$ cat config.mk
export PLATFORM = sky130hd
export DESIGN_NAME = fetch_ctrl
export DESIGN_NICKNAME = d
export VERILOG_FILES = /design/src/rtl/fetch_ctrl.sv
export SDC_FILE = /design/constraint.sdc
export NUM_CORES = 1
export LEC_CHECK = 0
export CAP_MARGIN = 20
export CORE_MARGIN = 2
export CORE_UTILIZATION = 45
export DETAILED_ROUTE_END_ITERATION = 12
export DONT_BUFFER_PORTS = 1
export PLACE_DENSITY = 0.71
export SYNTH_ARGS = -nofsm -noshare
export SYNTH_HDL_FRONTEND = slang
export SYNTH_SLANG_ARGS = --single-unit
$ cat constraint.sdc
create_clock -name clk -period 1.76 [get_ports clk]
set_clock_uncertainty 0.15 [all_clocks]
set_input_delay 0.44 -clock clk [delete_from_list [all_inputs] [get_ports clk]]
set_output_delay 0.44 -clock clk [all_outputs]
set_load 0.01 [all_outputs]
$ cat src/rtl/fetch_ctrl.sv
// Instruction fetch/decode sequencer: boots the PC, fetches from instruction
// memory, resolves jumps/halt locally and hands plain instructions to execute.
//
// state  | meaning
// -------+-----------------------------------------------------------
// LOAD   | load PC with RESET_VEC (one cycle after reset)
// FETCH  | request instruction at PC_CURR, wait for mem_ack
// DECODE | resolve HLT/JMP/JZ; plain opcodes go on to ISSUE
// ISSUE  | present INSTR to execute until instr_ready
// HALT   | stopped until rst
module fetch_ctrl #(
    parameter logic [3:0] RESET_VEC = 4'h0
) (
    input  logic       clk,
    input  logic       rst,
    input  logic [3:0] PC_CURR,
    output logic [3:0] MEM_ADDR,
    output logic       mem_req,
    input  logic       mem_ack,
    input  logic [7:0] MEM_DATA,
    input  logic       zero,
    output logic [3:0] PC_INIT,
    output logic       set_pc,
    output logic       pc_step,
    output logic [7:0] INSTR,
    output logic       instr_valid,
    input  logic       instr_ready,
    output logic       halted
);

    typedef enum logic [2:0] {
        S_LOAD,
        S_FETCH,
        S_DECODE,
        S_ISSUE,
        S_HALT
    } state_t;

    localparam logic [3:0] OP_JZ  = 4'hD;
    localparam logic [3:0] OP_JMP = 4'hE;
    localparam logic [3:0] OP_HLT = 4'hF;

    state_t     state;
    state_t     state_nxt;
    logic [7:0] instr_q;
    logic [3:0] opcode;
    logic [3:0] operand;

    assign INSTR   = instr_q;
    assign opcode  = instr_q[7:4];
    assign operand = instr_q[3:0];

    always_ff @(posedge clk) begin
        if (rst) begin
            state   <= S_LOAD;
            instr_q <= 8'h00;
        end else begin
            state <= state_nxt;
            if (state == S_FETCH && mem_ack) begin
                instr_q <= MEM_DATA;
            end
        end
    end

    always_comb begin
        state_nxt   = state;
        MEM_ADDR    = PC_CURR;
        mem_req     = 1'b0;
        PC_INIT     = 4'h0;
        set_pc      = 1'b0;
        pc_step     = 1'b0;
        instr_valid = 1'b0;
        halted      = 1'b0;
        case (state)
            S_LOAD: begin
                // PC load is suppressed while reset is still held
                PC_INIT   = RESET_VEC;
                set_pc    = ~rst;
                pc_step   = ~rst;
                state_nxt = S_FETCH;
            end
            S_FETCH: begin
                mem_req = 1'b1;
                if (mem_ack) begin
                    state_nxt = S_DECODE;
                end
            end
            S_DECODE: begin
                case (opcode)
                    OP_HLT: begin
                        state_nxt = S_HALT;
                    end
                    OP_JMP: begin
                        set_pc    = 1'b1;
                        PC_INIT   = operand;
                        pc_step   = 1'b1;
                        state_nxt = S_FETCH;
                    end
                    OP_JZ: begin
                        set_pc    = zero;
                        PC_INIT   = zero ? operand : 4'h0;
                        pc_step   = 1'b1;
                        state_nxt = S_FETCH;
                    end
                    default: begin
                        state_nxt = S_ISSUE;
                    end
                endcase
            end
            S_ISSUE: begin
                instr_valid = 1'b1;
                if (instr_ready) begin
                    pc_step   = 1'b1;
                    state_nxt = S_FETCH;
                end
            end
            S_HALT: begin
                halted = 1'b1;
            end
            default: begin
                state_nxt = S_LOAD;
            end
        endcase
    end

endmodule

Word level (Yosys, flattened, before mapping)

Cells that the tools add are included.

Multiplexer cells: 15
Bitwise logic cells: 2
Equal/unequal tests: 9
Reduce and logical (&&, ||, !) cells: 4

Operators with widths:

| kind                 | count |
|---|---|
| $pmux W3 S5          | 1 |
| $eq A4 B4 Y1 const B | 3 |
| $mux W4              | 2 |
| $pmux W4 S2          | 1 |
| $eq A3 B2 Y1 const B | 2 |
| $mux W3              | 2 |
| $pmux W3 S2          | 1 |
| $mux W1              | 5 |
| $ne A2 B2 Y1 const B | 2 |
| $pmux W1 S2          | 2 |
| $eq A3 B1 Y1 const B | 1 |
| $eq A3 B3 Y1 const B | 1 |
| $logic_not A3 Y1     | 1 |
| $pmux W1 S3          | 1 |
| $reduce_and A3 Y1    | 1 |
| $not A1 Y1           | 2 |
| $reduce_or A2 Y1     | 1 |
| $logic_and A1 B1 Y1  | 1 |

Output and inout bits: 21
Word-level logic and storage cells: 32
Flip-flop bits (word level): 11
Bits of input ports: 17

Longest topological paths before layout

Word-level depth: 4
Gate-level depth with buffers: 5
Gate-level depth less buffers: 3

Worst setup path after synthesis

Ideal clock, no wire load.

Path kind: register to output
From: reg instr_q[5] (netlist: INSTR[5])
To: out PC_INIT[0]
Buffers on the path: 0
Path slack: -18 ps
Arrival: 1188 ps
Required time: 1170 ps
Cell stages (with the launch flop): 4
Cell sequence: dfxtp_1 > or2b_2 > a211oi_2 > and2_1

Longest elaborated chain between the ends: 3
Elaborated cells on any way between the ends: 4
Those cells by class: eq/ne: 2; mux: 2

Ends and longest elaborated chain:

| element                  | line | source |
|---|---|---|
| start: declaration       | 45   | `logic [7:0] instr_q;` |
| start signal: assignment | 56   | `instr_q <= 8'h00;` |
| start signal: assignment | 60   | `instr_q <= MEM_DATA;` |
| $eq A4 B4 Y1             | 89   | `case (opcode)` |
| $pmux W4 S2 *            | 89   |  |
| $mux W4 *                | 74   | `case (state)` |
| end: declaration         | 22   | `output logic [3:0] PC_INIT,` |

Mark *: on every way between the ends. The rest lies on a longest branch, timed or not.

Worst setup path after layout

From: reg instr_q[5] (netlist: INSTR[5])
To: out PC_INIT[1]

The elaborated chain is that of the path after synthesis.

==> metrics.txt <==
routability-driven placement congestion ratio 0.6748; ys flop type dfxtp_1; number of synthesized flops with an enable pin 0; input/output buffers 0; initial antenna violation count 0; leading cell type in the layout, fill and taps excluded nor2_1; Int Pwr 0.3917 mW; via count of the first global-routing pass 392; drt pass-1 iters 3; Switch Pwr 0.1303 mW; Slew Viols, Final 0; CTS tree yes; max_cap viols 0; layout cells sized above 1 39.44%; Rel. slew slack 80.74%; Crit Reg-Reg Startpoint state[1]$_SDFFE_PP0P_; CP top delay family simple AND/OR/NAND/NOR gates; Clock Power Share 31.2%; most frequent cells in the layout nor2_1, mux2i_1, dfxtp_1, buf_4; library cells used by synthesis 28; worst hold start rst; Seq cells post-synth 11; Logic pwr share 15.0%; share of power burned in registers 53.8%; CP Max Fanout 5; Layout area overhead 16.50%; failing checks negative setup slack; final wirelength 1241 um; Hold Fails Final Rpt 0; CTS H-tree depth 1; Setup CP Type flop to primary output; critical path depth 3; RSZ-0062 raised after global routing yes; worst hold stages 1; WP data arrival 1.37 ns; clock tree buffer depth 2; post-synthesis sequential area ratio 35.85%; Routed Antenna Nets 0; critical-path cell list or2b_4, a211oi_4, and2_4; Post-Syn Area 614.3 um2; switch share 24.96%; hold crit path type input port to flop; CP peak stage delay 0.33 ns; fillcell total 126; CTS buffer count 3; setup_tns -0.9855 ns; asr flop ratio synth 0%; Vias/cell 5.663; Peak supply drop 0.3543 mV; Syn Inst Count 67; DIE AREA 1677 um2; die span in y 40.95 um; largest net degree at the start of global routing 15; syn_nets 84; first-pass GRT wire length 1669 um; I/O pin count 38; final worst path period need 1.958 ns; effective utilization at floorplan 47.81%; slowest CP cell dfxtp_2; total global routing overflow 0; CP Data Required Time 1.17 ns; synthesized area per cell 9.169 um2; All-Layer GR Usage 15.91%; row count 13; R2R Setup Slk 0.28 ns; 1st-iter DRT viols 6; worst hold slack 0.08428 ns; die width 40.95 um; path depth of the worst reg2reg path 4; CORE AREA 1285 um2; Buf+Inv Stages, Crit Path 0; CTS Sinks 11; Slew @ Worst Pin 0.2880 ns; Wirelength per Cell 14.43 um; number of instances in the placed design 81; fin crit share 111.2%; status finished, violations left; fin worst setup slack -0.1978 ns; # DRC 0; Final setup viols 5; ANT cells 0; Peak Freq 0.5108 GHz; Worst setup SP type flop; PD cells 729.3 nW/um2; Final #Nets 89; Clock Latency Late Sink 0.26 ns; Finished Layout Cells 86; post-DP HPWL 918.1 um; Lkg Pwr 0.2694 nW; Crit Reg-Reg Endpoint INSTR[0]$_SDFFE_PP0P_; CP Capture Type primary output; yosys warns 0; Clock Pin Slew Worst Setup and Hold Paths 0.07 ns; vias 487; Hold EP INSTR[5]$_SDFFE_PP0P_; Root Buffer Master clkbuf_4
## sequential cells by signal, summed over array words and instances (netlist names)
name / count
INSTR: 8
state: 3
## kinds of logic after synthesis
group,after synthesis,share of synthesized area (%)
and+or+nand+nor,31,31.16
DFF,11,35.85
buffers and inverters,9,8.962
muxes,8,13.04
AOI/OAI and AO/OA,7,9.571
xor gates and xnor gates,1,1.426
## repair_timing
| item | 4_1_cts | 5_1_grt |
|---|---|---|
| resized for setup | 13 | 1 |
| hold buffers | 0 | 0 |
| cloned | 1 | 0 |
| endpoints found under the setup margin | 7 | 7 |
| pin swaps | 8 | 5 |
| buffers inserted | 2 | 0 |
## Yosys cell counts, drive strengths merged (2+ instances only)
master | n | area (um2)
nand3b | 2 | 15.01
clkbuf | 2 | 7.510
nor3b | 2 | 15.01
nand4 | 2 | 12.51
and2 | 4 | 25.02
mux2i | 8 | 80.08
dfxtp | 11 | 220.2
buf | 7 | 47.55
nor2 | 9 | 33.78
a211oi | 3 | 32.53
o211ai | 2 | 15.01
## worst max-delay path by stage
| stage | startpoint | endpoint | slack (ns) |
|---|---|---|---|
| final | INSTR[5]$_SDFFE_PP0P_ | PC_INIT[1] | -0.20 |
| after global routing | INSTR[5]$_SDFFE_PP0P_ | PC_INIT[2] | -0.26 |
| after CTS | INSTR[5]$_SDFFE_PP0P_ | PC_INIT[1] | -0.24 |
| after detailed placement | INSTR[5]$_SDFFE_PP0P_ | PC_INIT[1] | 0.02 |
| after global placement | INSTR[5]$_SDFFE_PP0P_ | PC_INIT[3] | 0.03 |
| after floorplan | INSTR[5]$_SDFFE_PP0P_ | PC_INIT[0] | 0.05 |
## area by class of cell
type	instances	area, um2	area share [%]
Multi-Input combinational cell	47	372.9	52.10
Sequential cell	11	225.2	31.47
Timing Repair Buffer	9	72.57	10.14
Clock buffer	4	26.28	3.671
Tap cell	15	18.77	2.622
## per-layer routing
layer,routed length [um],share of wire [%],up-vias,GRT usage (%)
li1,-,-,242,-
met1,532,43,216,19.21
met2,561,45,27,23.05
met3,133,11,2,4.348
met4,12,0.97,0,13.33
met5,0,0,-,0
## power by group through the flow
stage | clock, mW | sequential [mW] | combinational (mW)
after CTS | 0.171 | 0.281 | 0.0781
after global placement | 0 | 0.283 | 0.0700
final | 0.163 | 0.281 | 0.0783
after floorplan | 0 | 0.283 | 0.0651
after detailed placement | 0 | 0.283 | 0.0710
after global routing | 0.190 | 0.283 | 0.0863
## metrics by stage
stage	utilization, %	power, mW	area (um2)	worst slack [ns]
after global placement	49.76	0.3529	639.4	0.02604
after CTS	55.31	0.5300	710.7	-0.2402
after global routing	55.70	0.5587	715.7	-0.2577
final	55.70	0.5220	715.7	-0.1978
after floorplan	-	0.3483	615.6	0.05394
after detailed placement	49.76	0.3544	639.4	0.01984
Power figures use the tool's default switching activity.
